==> config.mk <==
export PLATFORM = sky130hd
export DESIGN_NAME = leaf_tx_packetizer
export DESIGN_NICKNAME = d
export VERILOG_FILES = /design/src/rtl/leaf_tx_packetizer.sv
export SDC_FILE = /design/constraint.sdc
export NUM_CORES = 1
export LEC_CHECK = 0
export CORE_ASPECT_RATIO = 1.5
export CORE_MARGIN = 4
export CORE_UTILIZATION = 42
export CTS_BUF_LIST = sky130_fd_sc_hd__clkbuf_2 sky130_fd_sc_hd__clkbuf_4 sky130_fd_sc_hd__clkbuf_8
export CTS_CLUSTER_SIZE = 20
export DETAILED_ROUTE_END_ITERATION = 6
export PLACE_DENSITY_LB_ADDON = 0.05
export SLEW_MARGIN = 20
export SYNTH_ARGS = -nofsm -noshare
export SYNTH_HDL_FRONTEND = slang
export SYNTH_SLANG_ARGS = --single-unit
==> constraint.sdc <==
create_clock -name clk -period 4.3 [get_ports clk]
set_input_delay 0.86 -clock clk [delete_from_list [all_inputs] [get_ports clk]]
set_output_delay 0.86 -clock clk [all_outputs]
set_load 0.005 [all_outputs]
==> src/rtl/leaf_tx_packetizer.sv <==
// leaf_tx_packetizer: round-robin packetizer from user output streams
// to the BFT network, with per-port credit and sequence tracking.
module leaf_tx_packetizer #(
  parameter int PACKET_BITS           = 49,
  parameter int PAYLOAD_BITS          = 32,
  parameter int NUM_LEAF_BITS         = 5,
  parameter int NUM_PORT_BITS         = 4,
  parameter int NUM_ADDR_BITS         = 7,
  parameter int NUM_OUT_PORTS         = 3,
  parameter int FREESPACE_UPDATE_SIZE = 64,
  parameter int CREDIT_INIT           = 128
) (
  input  logic                                  clk,
  input  logic                                  reset,
  input  logic [NUM_OUT_PORTS*PAYLOAD_BITS-1:0] din_leaf_user2interface,
  input  logic [NUM_OUT_PORTS-1:0]              vld_user2interface,
  output logic [NUM_OUT_PORTS-1:0]              ack_interface2user,
  input  logic [NUM_OUT_PORTS*(NUM_LEAF_BITS+NUM_PORT_BITS)-1:0] dest_cfg,
  input  logic                                  credit_update_vld,
  input  logic [NUM_PORT_BITS-1:0]              credit_update_port,
  input  logic                                  bft_ready,
  input  logic                                  resend,
  output logic [PACKET_BITS-1:0]                dout_leaf_interface2bft,
  output logic                                  credit_overflow
);

  localparam int CW = NUM_ADDR_BITS + 1;
  localparam int DW = NUM_LEAF_BITS + NUM_PORT_BITS;
  localparam int RW = (NUM_OUT_PORTS > 1) ? $clog2(NUM_OUT_PORTS) : 1;
  localparam logic [CW:0] C_INIT = (CW+1)'(CREDIT_INIT);
  localparam logic [CW:0] C_UPD  = (CW+1)'(FREESPACE_UPDATE_SIZE);

  logic [CW-1:0]            r_credit [NUM_OUT_PORTS];
  logic [NUM_ADDR_BITS-1:0] r_seq    [NUM_OUT_PORTS];
  logic [RW-1:0]            r_rr;
  logic [PACKET_BITS-1:0]   r_dout;
  logic                     r_ovf;

  logic [NUM_OUT_PORTS-1:0] w_elig;
  logic [NUM_OUT_PORTS-1:0] w_ack;
  logic [NUM_OUT_PORTS-1:0] w_upd;
  logic [NUM_OUT_PORTS-1:0] w_clamp;
  logic [CW:0]              w_sum  [NUM_OUT_PORTS];
  logic [CW-1:0]            w_cnext[NUM_OUT_PORTS];
  logic                     w_grant;
  logic [RW-1:0]            w_gidx;
  logic [RW-1:0]            w_rr_next;

  function automatic int rot(input int b, input int k);
    int s;
    s = b + k;
    return (s >= NUM_OUT_PORTS) ? s - NUM_OUT_PORTS : s;
  endfunction

  always_comb begin
    for (int i = 0; i < NUM_OUT_PORTS; i++) begin
      w_elig[i] = vld_user2interface[i] && (r_credit[i] != '0);
    end
  end

  // First eligible port scanning upward from the rr pointer.
  always_comb begin
    w_ack   = '0;
    w_gidx  = '0;
    w_grant = 1'b0;
    if (!reset && bft_ready && !resend) begin
      for (int k = 0; k < NUM_OUT_PORTS; k++) begin
        if (!w_grant && w_elig[rot(int'(r_rr), k)]) begin
          w_grant = 1'b1;
          w_gidx  = RW'(rot(int'(r_rr), k));
          w_ack[rot(int'(r_rr), k)] = 1'b1;
        end
      end
    end
  end

  assign w_rr_next = (w_gidx == RW'(NUM_OUT_PORTS-1)) ? '0
                                                       : w_gidx + 1'b1;

  // Net credit change; out-of-range update ports match no counter.
  always_comb begin
    for (int i = 0; i < NUM_OUT_PORTS; i++) begin
      w_upd[i]   = credit_update_vld &&
                   (credit_update_port == NUM_PORT_BITS'(i));
      w_sum[i]   = {1'b0, r_credit[i]}
                 + (w_upd[i] ? C_UPD : '0)
                 - (w_ack[i] ? (CW+1)'(1) : '0);
      w_clamp[i] = w_sum[i] > C_INIT;
      w_cnext[i] = w_clamp[i] ? C_INIT[CW-1:0] : w_sum[i][CW-1:0];
    end
  end

  always_ff @(posedge clk) begin
    if (reset) begin
      r_dout <= '0;
      r_rr   <= '0;
      r_ovf  <= 1'b0;
      for (int i = 0; i < NUM_OUT_PORTS; i++) begin
        r_credit[i] <= C_INIT[CW-1:0];
        r_seq[i]    <= '0;
      end
    end else begin
      r_dout <= '0;
      if (w_grant) begin
        r_dout <= {1'b1,
                   dest_cfg[int'(w_gidx)*DW +: DW],
                   r_seq[w_gidx],
                   din_leaf_user2interface[int'(w_gidx)*PAYLOAD_BITS
                                           +: PAYLOAD_BITS]};
        r_seq[w_gidx] <= r_seq[w_gidx] + 1'b1;
        r_rr          <= w_rr_next;
      end
      for (int i = 0; i < NUM_OUT_PORTS; i++) begin
        r_credit[i] <= w_cnext[i];
      end
      if (|w_clamp) r_ovf <= 1'b1;
    end
  end

  assign ack_interface2user      = w_ack;
  assign dout_leaf_interface2bft = r_dout;
  assign credit_overflow         = r_ovf;

endmodule
==> results of run 1 <==
## area by class of cell
| class | count | area [µm²] | area share [%] |
|---|---|---|---|
| Tap cell | 153 | 191 | 2.38 |
| Multi-Input combinational cell | 336 | 2870 | 35.6 |
| Clock inverter | 7 | 125 | 1.55 |
| Inverter | 81 | 304 | 3.78 |
| Clock buffer | 9 | 124 | 1.54 |
| Timing Repair Buffer | 240 | 2280 | 28.3 |
| Sequential cell | 97 | 2150 | 26.8 |
## cell usage after synthesis (all sizes together) (11+ instances only)
| library cell | instances | area share (%) |
|---|---|---|
| a21oi | 26 | 2.5 |
| edfxtp | 21 | 12 |
| nand2 | 18 | 1.3 |
| a222oi | 34 | 6.5 |
| buf | 11 | 1.4 |
| dfxtp | 76 | 29 |
| nor2 | 47 | 3.4 |
| nor2b | 11 | 1.3 |
| o21ai | 13 | 1.8 |
| clkbuf | 16 | 1.2 |
| inv | 81 | 5.8 |
| ha | 38 | 9.1 |
## flip-flops by register name (all words and copies together) (netlist names)
signal,cells
r_rr,2
credit_overflow,1
dout_leaf_interface2bft,49
r_seq,21
r_credit,24
## per-layer routing
metal  vias to the layer above  GRT usage [%]
met5                         -              0
met3                        33           5.02
met1                      2295           23.4
met4                         0           8.20
met2                       188           44.6
li1                       2368              -
## cells by family (layout without fill, tap and decap cells)
family | after synthesis | after routing
XOR/XNOR | 20 | 20
AND/OR/NAND/NOR | 152 | 152
adder cells (fa/ha/maj) | 42 | 42
flip-flops | 97 | 97
buffers and inverters | 108 | 337
AO/OA/AOI/OAI | 122 | 122
## worst max-delay path, stage by stage
cell and delay [ns]:
sky130_fd_sc_hd__clkdlybuf4s50_1 0.49, sky130_fd_sc_hd__a21bo_2 0.27, sky130_fd_sc_hd__and2_1 0.19, sky130_fd_sc_hd__nand3_1 0.09, sky130_fd_sc_hd__o22a_1 0.13, sky130_fd_sc_hd__inv_1 0.06
sky130_fd_sc_hd__a222oi_1 0.32, sky130_fd_sc_hd__nor2_1 0.12, sky130_fd_sc_hd__ha_2 0.20, sky130_fd_sc_hd__inv_2 0.06, sky130_fd_sc_hd__ha_4 0.13, sky130_fd_sc_hd__inv_2 0.03
sky130_fd_sc_hd__fa_2 0.37, sky130_fd_sc_hd__buf_4 0.16, sky130_fd_sc_hd__xnor2_2 0.14, sky130_fd_sc_hd__nand4_1 0.14, sky130_fd_sc_hd__nor4_2 0.32, sky130_fd_sc_hd__o21ai_2 0.10
sky130_fd_sc_hd__buf_6 0.13, sky130_fd_sc_hd__nor4_4 0.23, sky130_fd_sc_hd__nor2_1 0.07
## worst max-delay path by stage
stage / startpoint / end / slack (ns) / cells past startpoint
final: vld_user2interface[2] / credit_overflow / -0.04 / 21
after global routing: r_credit[0][2] / credit_overflow / -0.25 / 23
after CTS: r_credit[0][3] / r_credit[0][23] / -0.02 / 22
after detailed placement: vld_user2interface[2] / r_credit[0][7] / -0.47 / 20
after global placement: vld_user2interface[2] / r_credit[0][7] / -0.39 / 21
after floorplan: r_credit[0][2] / r_credit[0][23] / 0.02 / 24
## power by group through the flow
stage / combinational [W] / sequential (W) / clock, W
after detailed placement: 0.00193 / 0.00108 / 0
after CTS: 0.00210 / 0.00107 / 0.000759
after global placement: 0.00190 / 0.00108 / 0
final: 0.00246 / 0.00107 / 0.000737
after global routing: 0.00268 / 0.00108 / 0.000789
after floorplan: 0.00118 / 0.00108 / 0
## layout by cell type (no fill, tap or decap), types with 3 or more instances in the layout
cell type,synthesis,final
sky130_fd_sc_hd__nand3_1,5,5
sky130_fd_sc_hd__and2_1,5,5
sky130_fd_sc_hd__or2_2,6,4
sky130_fd_sc_hd__nor2_1,47,38
sky130_fd_sc_hd__or2_4,0,3
sky130_fd_sc_hd__o21bai_1,7,6
sky130_fd_sc_hd__inv_2,0,6
sky130_fd_sc_hd__nand4_1,5,5
sky130_fd_sc_hd__o21ai_0,9,4
sky130_fd_sc_hd__nor2b_1,11,10
sky130_fd_sc_hd__dfxtp_1,76,74
sky130_fd_sc_hd__nand2b_1,10,8
sky130_fd_sc_hd__edfxtp_1,21,21
sky130_fd_sc_hd__bufinv_16,0,3
sky130_fd_sc_hd__xor2_1,10,10
sky130_fd_sc_hd__clkbuf_8,0,9
sky130_fd_sc_hd__nor3b_2,0,3
sky130_fd_sc_hd__fa_2,0,3
sky130_fd_sc_hd__buf_4,1,51
sky130_fd_sc_hd__clkdlybuf4s50_1,0,186
sky130_fd_sc_hd__a22o_1,5,5
sky130_fd_sc_hd__ha_4,0,4
sky130_fd_sc_hd__ha_1,38,31
sky130_fd_sc_hd__nor2_2,0,7
sky130_fd_sc_hd__nor3b_1,10,7
sky130_fd_sc_hd__o21ai_1,0,4
sky130_fd_sc_hd__inv_1,81,75
sky130_fd_sc_hd__nand2_1,17,17
sky130_fd_sc_hd__a21oi_1,26,22
sky130_fd_sc_hd__a222oi_1,34,34
sky130_fd_sc_hd__xnor2_1,10,8
sky130_fd_sc_hd__nor4_2,1,3
sky130_fd_sc_hd__a22oi_1,9,9
sky130_fd_sc_hd__and3_1,5,5
sky130_fd_sc_hd__ha_2,0,3
sky130_fd_sc_hd__nor3_1,7,7
sky130_fd_sc_hd__a21oi_2,0,4
sky130_fd_sc_hd__o21ai_2,2,3
## timing repair
action / in CTS / in global routing
pin swaps: 21 / 39
buffers inserted: 6 / 6
endpoints found under the setup margin: 18 / 26
resized for setup: 29 / 39
endpoints found under the hold margin: 0 / 0
## through the flow
| step | util [%] | cell area [µm²] | instances | setup WS (ns) |
|---|---|---|---|---|
| finish | 66.6 | 8050 | 923 | -0.0389 |
| global route | 66.6 | 8050 | 923 | -0.248 |
| CTS | 64.9 | 7830 | 917 | -0.0226 |
| detailed placement | 61.7 | 7460 | 895 | -0.467 |
| global placement | 61.7 | 7460 | 895 | -0.391 |
| floorplan | - | 5220 | 541 | 0.0160 |
==> results.txt, run 1 <==
- At the worst endpoint, the required time is 4.58 ns.
- Status: complete, but fails checks
- Number of synthesized flops with an enable pin: 21
* Compound-gate portion of the synthesized area: 20.1%
- Period Utilization, post-route: 101%
- Clock transition at path regs: 0.10 ns
- Of the total synthesized cell area, the portion taken by XOR and XNOR cells is 3.36%.
* DRC violation count after routing: 3
* Post-DP HPWL: 12.9 mm
* Total power density per cell area: 530 mW/mm²
* Violated checks: DRC, setup timing
- Of the synthesized area, sequential elements account for 41.2%.
- In this run the critical register-to-register path is launched from r_credit[0][2].
- Worst Hold Margin: 0.569 ns
* Switch Pwr: 0.00154 W
- Setup violations remaining at the end of the flow were counted as 2.
* Internal power consumption: 0.00273 W
* Clock buffer depth: 2
- First-pass GRT wire length: 25.7 mm
* Max-capacitance violation count: 0
- Hold Crit Endpoint: r_rr[1]
- Maximum number of pins on one net before global-route repair: 42
- The clock network accounts for 17.3% of the total power.
- Setup slack after layout: -0.0389 ns
* Number of synthesis warnings: 0
* Die area: 0.0143 mm²
- Peak ir drop on the vdd network: 0.796 mV
* DRT Pass-1 Iters: 7
* Proportion of power drawn by flip-flops and latches: 25.1%
- Headroom to the max-slew limit came out at 62.3%.
* Post-detailed-route count of antenna-violating nets: 0
* Async set or reset register ratio after synthesis: 0%
- Iteration-0 DRC count of the detailed router: 230
- Distinct cell type count of the synthesized netlist: 75
- The area growth from synthesis to layout is 54.2%.
* Placeable core area: 0.0121 mm²
- After detailed routing, the met2 layer carries 9.13 mm of wire.
* Category of the critical setup timing path: in2reg
- Clk Tree Root Cell: sky130_fd_sc_hd__clkbuf_8
- Global routing consumed, over all layers together, 22.8% of the routing resources.
* Worst-margin pin slew: 0.566 ns
- Sort of element at the start of the critical path: input port
- The H-tree generated during clock tree synthesis spans 3 levels.
- Antenna cell count: 0
- Overflow after GRT: 0
* Routability cong.: 0.913
- TritonCTS clock tree: yes
- STA classifies the critical path endpoint as a flip-flop.
* Slack of the worst reg-to-reg path: -0.02 ns
* Overall die width: 99.0 µm
- The endpoint identified for the worst register-to-register timing path is credit_overflow.
- Count of cells along the worst hold path: 2
- Post-Route Skew: 0.00939 ns
- Clock sinks: 97
- Mapped Cells: 541
- The detailed router used layers up to and including met4.
- The routed design has 16.7 mm of wire.
- Synthesized net count: 717
- Post-route minimum period: 4.34 ns
- RSZ-0062 raised after global routing: yes
- Count of hold buffers inserted by post-cts repair: 0
- Max FO, Critical Path: 5
- Number of buffers inserted by port buffering: 187
* Post-synthesis mux area share: 0%
* Routed via count: 4884
* Setup TNS: -0.0422 ns
* Fraction of layout instances using a drive strength above 1: 19.6%
- Counting the fill cells in the layout gives 971.
- TritonCTS buffer count: 9
- In this run the static leakage power is 3.37 nW.
* Combined area of all synthesized cells: 0.00522 mm²
* Max-slew violation count: 0
* R2R cell count: 23
- Worst hold path class: reg2reg
- The floorplan has 49 rows.
- Dominant register cell in the synthesized netlist: sky130_fd_sc_hd__dfxtp_1
* Effective utilization at floorplan: 43.2%
* Combinational family with the most area after synthesis: compound AO/OA/AOI/OAI gates
* Via count normalized by instance count: 5.29
- Each instance of the synthesized netlist takes up on average 9.65 µm².
* Highest clock frequency the design can meet: 230 MHz
- After the last flow step, the layout net total stands at 941.
* Simple-Gate Fraction of Synth Area: 16.4%
- The via count of the first global-routing pass is 5040.
- The final hold violation count was 0.
- Clock latency on the worst-skew pair: 0.38 ns
- Average detailed-routed wire length per instance: 18.1 µm
* Chip Height: 145 µm
- Wire length on met1: 6.08 mm
* I/O Pins: 188
- Data arrival time at the worst-slack endpoint: 4.62 ns
* Switching share of total power: 36.1%
* Met3 routed wirelength: 1.03 mm
- Total power for the finished layout comes to 0.00426 W.
- Adder and majority gate portion of the synthesized area: 10.5%
- Counting flops and latches in the post-synthesis netlist gives 97.
* Part of the power in combinational logic: 57.7%
* Antenna violations before repair: 0
* Hold_sp: r_rr[1]
(Power assumes the default switching activity.)
==> run 2: changes to the inputs <==
CTS_CLUSTER_SIZE = not set   (was 20)
==> results of run 2 <==
Same layout as run 1: the final DEF is identical, and so are final timing and power.
==> run 3: changes to the inputs <==
--- a/config.mk
+++ b/config.mk
@@ -8,3 +8,3 @@
 export CORE_ASPECT_RATIO = 1.5
-export CORE_MARGIN = 4
+export CORE_MARGIN = 8
 export CORE_UTILIZATION = 42
--- a/constraint.sdc
+++ b/constraint.sdc
@@ -3,2 +3,2 @@
 set_output_delay 0.86 -clock clk [all_outputs]
-set_load 0.005 [all_outputs]
+set_load 0.01 [all_outputs]
==> run 3 against run 2 <==
The run still ends with DRC, setup timing left. Worst hold slack got worse by 0.057 ns. Via count grew 0.82%. Sequential power about the same. Design area increased by 0.59%. Non-clock buffer count is 1 lower. Global-route usage is 1.3 points lower. Flip-flop and latch count did not move. Critical path depth is 1 higher.
==> results.txt, run 3 (synthesis results as in run 1) <==
* Post-Route Skew: 0.00598 ns (was 0.00939 ns)
- The detailed-route wire length was 18.1 mm (was 16.7 mm).
* Number of buffers inserted by port buffering: 187 (unchanged)
* Worst-margin pin slew: 0.839 ns (was 0.566 ns)
* Routability cong.: 0.860 (was 0.913)
- Die area: 0.0163 mm² (was 0.0143 mm²)
- Post-DP HPWL: 14.4 mm (was 12.9 mm)
- The global-route wire length before repair was 27.6 mm (was 25.7 mm).
- Critical-path cell list: inv_2 > ha_4 > or4b_4 > o21ai_4 > nor2_4 > nor2_1 > o22ai_1 > a22o_1 > a222oi_1 > nor2_1 > ha_2 > inv_2 > ha_4 > inv_2 > fa_2 > buf_6 > xnor2_2 > nand4_1 > nor4_2 > o21ai_2 > or2_4 > nand2b_4 (was clkdlybuf4s50_1 > a21bo_2 > and2_1 > nand3_1 > o22a_1 > inv_1 > a222oi_1 > nor2_1 > ha_2 > inv_2 > ha_4 > inv_2 > fa_2 > buf_4 > xnor2_2 > nand4_1 > nor4_2 > o21ai_2 > buf_6 > nor4_4 > nor2_1).
* Clock buffer depth: 2 (unchanged)
* CTS H-Tree Depth: 3 (unchanged)
- Gr usage total: 21.5% (was 22.8%)
- Vias in the first global route: 5040 (unchanged)
* Placeable core area: 0.0123 mm² (was 0.0121 mm²)
- The worst setup slack for register-to-register paths came to -0.09 ns (was -0.02 ns).
- The count of boundary I/O pins is 188 (unchanged).
- Fraction of layout instances using a drive strength above 1: 19.9% (was 19.6%)
* Setup slack after layout: -0.0859 ns (was -0.0389 ns)
* Antenna violations before repair: 4 (was 0)
* Area added between synthesis and finish: 55.1% (was 54.2%)
- The required arrival time at the worst endpoint was 4.57 ns (was 4.58 ns).
* Clock transition at path regs: 0.10 ns (about the same)
* Post-detailed-route count of antenna-violating nets: 0 (unchanged)
- The buffer type at the clock tree root is sky130_fd_sc_hd__clkbuf_8 (unchanged).
* Sort of element at the start of the critical path: flip-flop (was input port)
- The pre-CTS setup slack came to -0.465 ns (was -0.467 ns).
- The number of vias per cell after detailed routing came to 5.30 (was 5.29).
- Clock sinks: 97 (unchanged)
* Category of the critical setup timing path: reg2reg (was in2reg)
- The largest net degree at the start of global routing was 32 (was 42).
- The die outline height was 153 µm (was 145 µm).
- The clock tree from TritonCTS is yes (unchanged).
- Status: complete, but fails checks (unchanged).
- RSZ-0062 raised after global routing: yes (unchanged)
- The most common cell after layout, fill and taps aside is sky130_fd_sc_hd__clkdlybuf4s50_1 (unchanged).
- TritonCTS buffer count: 9 (unchanged)
- The relative slew slack came to 43.9% (was 62.3%).
- Nets: 940 (was 941)
* Element type at the critical path end: flip-flop (unchanged)
* Clock latency on the worst-skew pair: 0.36 ns (was 0.38 ns)
- Max-slew violation count: 0 (unchanged)
- Highest clock frequency the design can meet: 228 MHz (was 230 MHz)
* Routed via count: 4924 (was 4884)
- The final-report setup violation count came to 5 (was 2).
- The ratio of total power to cell area is 549 mW/mm² (was 530 mW/mm²).
* Iteration-0 DRC count of the detailed router: 266 (was 230)
* Commonest cells after routing, fill and taps aside: 186 x sky130_fd_sc_hd__clkdlybuf4s50_1, 74 x sky130_fd_sc_hd__inv_1, 74 x sky130_fd_sc_hd__dfxtp_1 (was 186 x sky130_fd_sc_hd__clkdlybuf4s50_1, 75 x sky130_fd_sc_hd__inv_1, 74 x sky130_fd_sc_hd__dfxtp_1)
- The cell leakage power was 3.39 nW (was 3.37 nW).
* Max FO, Critical Path: 6 (was 5)
- The total DRC errors in the routed layout was 8 (was 3).
- The slowest stage cell on the critical path is sky130_fd_sc_hd__or4b_4 (was sky130_fd_sc_hd__clkdlybuf4s50_1).
- DRT Pass-1 Iters: 7 (unchanged)
* Violated checks: DRC, setup timing (unchanged)
- The overall power is 0.00445 W (was 0.00426 W).
* Post-route minimum period: 4.39 ns (was 4.34 ns)
- The remaining global-route overflow came to 0 (unchanged).
- Worst Hold Margin: 0.512 ns (was 0.569 ns)
* Data arrival time at the worst-slack endpoint: 4.65 ns (was 4.62 ns)
- Average detailed-routed wire length per instance: 19.5 µm (was 18.1 µm)
- Overall die width: 107 µm (was 99.0 µm)
* Cell Rows: 50 (was 49)
- Cell repeated most along the worst path: sky130_fd_sc_hd__inv_2
- The starting utilization of the core area is 42.4% (was 43.2%).
- Period Utilization, post-route: 102% (was 101%)
* Peak ir drop on the vdd network: 0.956 mV (was 0.796 mV)
- CP max stage delay: 0.48 ns (was 0.49 ns)
- The number of flip-flops under the largest register name was 49 (unchanged).
* Max-capacitance violation count: 0 (unchanged)
* Count of hold buffers inserted by post-cts repair: 0 (unchanged)
- Final standard cell utilization of the core: 65.7% (was 66.6%)
- The worst min-delay path class is reg2reg (unchanged).
- Number of endpoints with negative hold slack in the final report: 0 (unchanged)
[run 3: cell count changes in the layout (fill, tap and decap cells not counted), sizes merged]
| cell | change |
|---|---|
| buf | -1 |
| clkinv | +3 |
| clkinvlp | -2 |
| diode | +4 |
| inv | -1 |
[run 3: final timing paths]
kind | end | cells after the start | start
worst max-delay path | r_credit[0][23] | 22 | r_credit[0][2]
worst min-delay path | r_rr[0] | 2 | r_rr[0]
worst max register to register | r_credit[0][23] | 22 | r_credit[0][2]
worst min register to register | r_rr[0] | 2 | r_rr[0]
[run 3: final cells by class]
class                           count  area [µm²]
Timing Repair Buffer              239        2290
Antenna cell                        4        10.0
Sequential cell                    97        2150
Clock inverter                      7         116
Tap cell                          156         195
Fill cell                        1029        4230
Multi-Input combinational cell    336        2900
Inverter                           81         304
Clock buffer                        9         124
[run 3: repair_timing]
item,CTS,global route
endpoints found under the setup margin,19,26
setup buffers,6,6
gates resized for setup,21,53
gates cloned,0,0
pin swaps,18,24
[run 3: metrics by stage]
step | instances | setup TNS (ns) | area (µm²)
3_5_place_dp | 897 | -8.39 | 7460
2_1_floorplan | 541 | -0.0140 | 5220
3_3_place_gp | 896 | -6.63 | 7440
4_1_cts | 919 | -0.0429 | 7810
5_1_grt | 929 | -4.02 | 8100
6_report | 929 | -0.130 | 8100
[run 3: worst max-delay path: cells and delay by family, from the launching register on]
family          cells  cell delay (ns)
fa+ha+maj           4             0.82
buf+inv             4             0.30
xor+xnor            1             0.13
compound gates      5             1.04
simple gates        8             1.66
flops               1             0.34
[run 3: per-layer routing]
layer | routed length, µm | up-vias | track usage (%) | share of wire, %
met5 | 0 | - | 0 | 0
met4 | 464 | 0 | 8.48 | 2.6
met3 | 1090 | 28 | 5.72 | 6.0
met2 | 10000 | 162 | 40.8 | 55
met1 | 6520 | 2354 | 20.9 | 36
li1 | - | 2380 | - | -
[run 3: power by group]
group          internal [W]  leakage, nW  total [W]  switching (W)
combinational       0.00143         2.43    0.00266        0.00123
sequential          0.00103        0.837    0.00107      0.0000481
clock              0.000387        0.121   0.000718       0.000331
total               0.00284         3.39    0.00445        0.00161
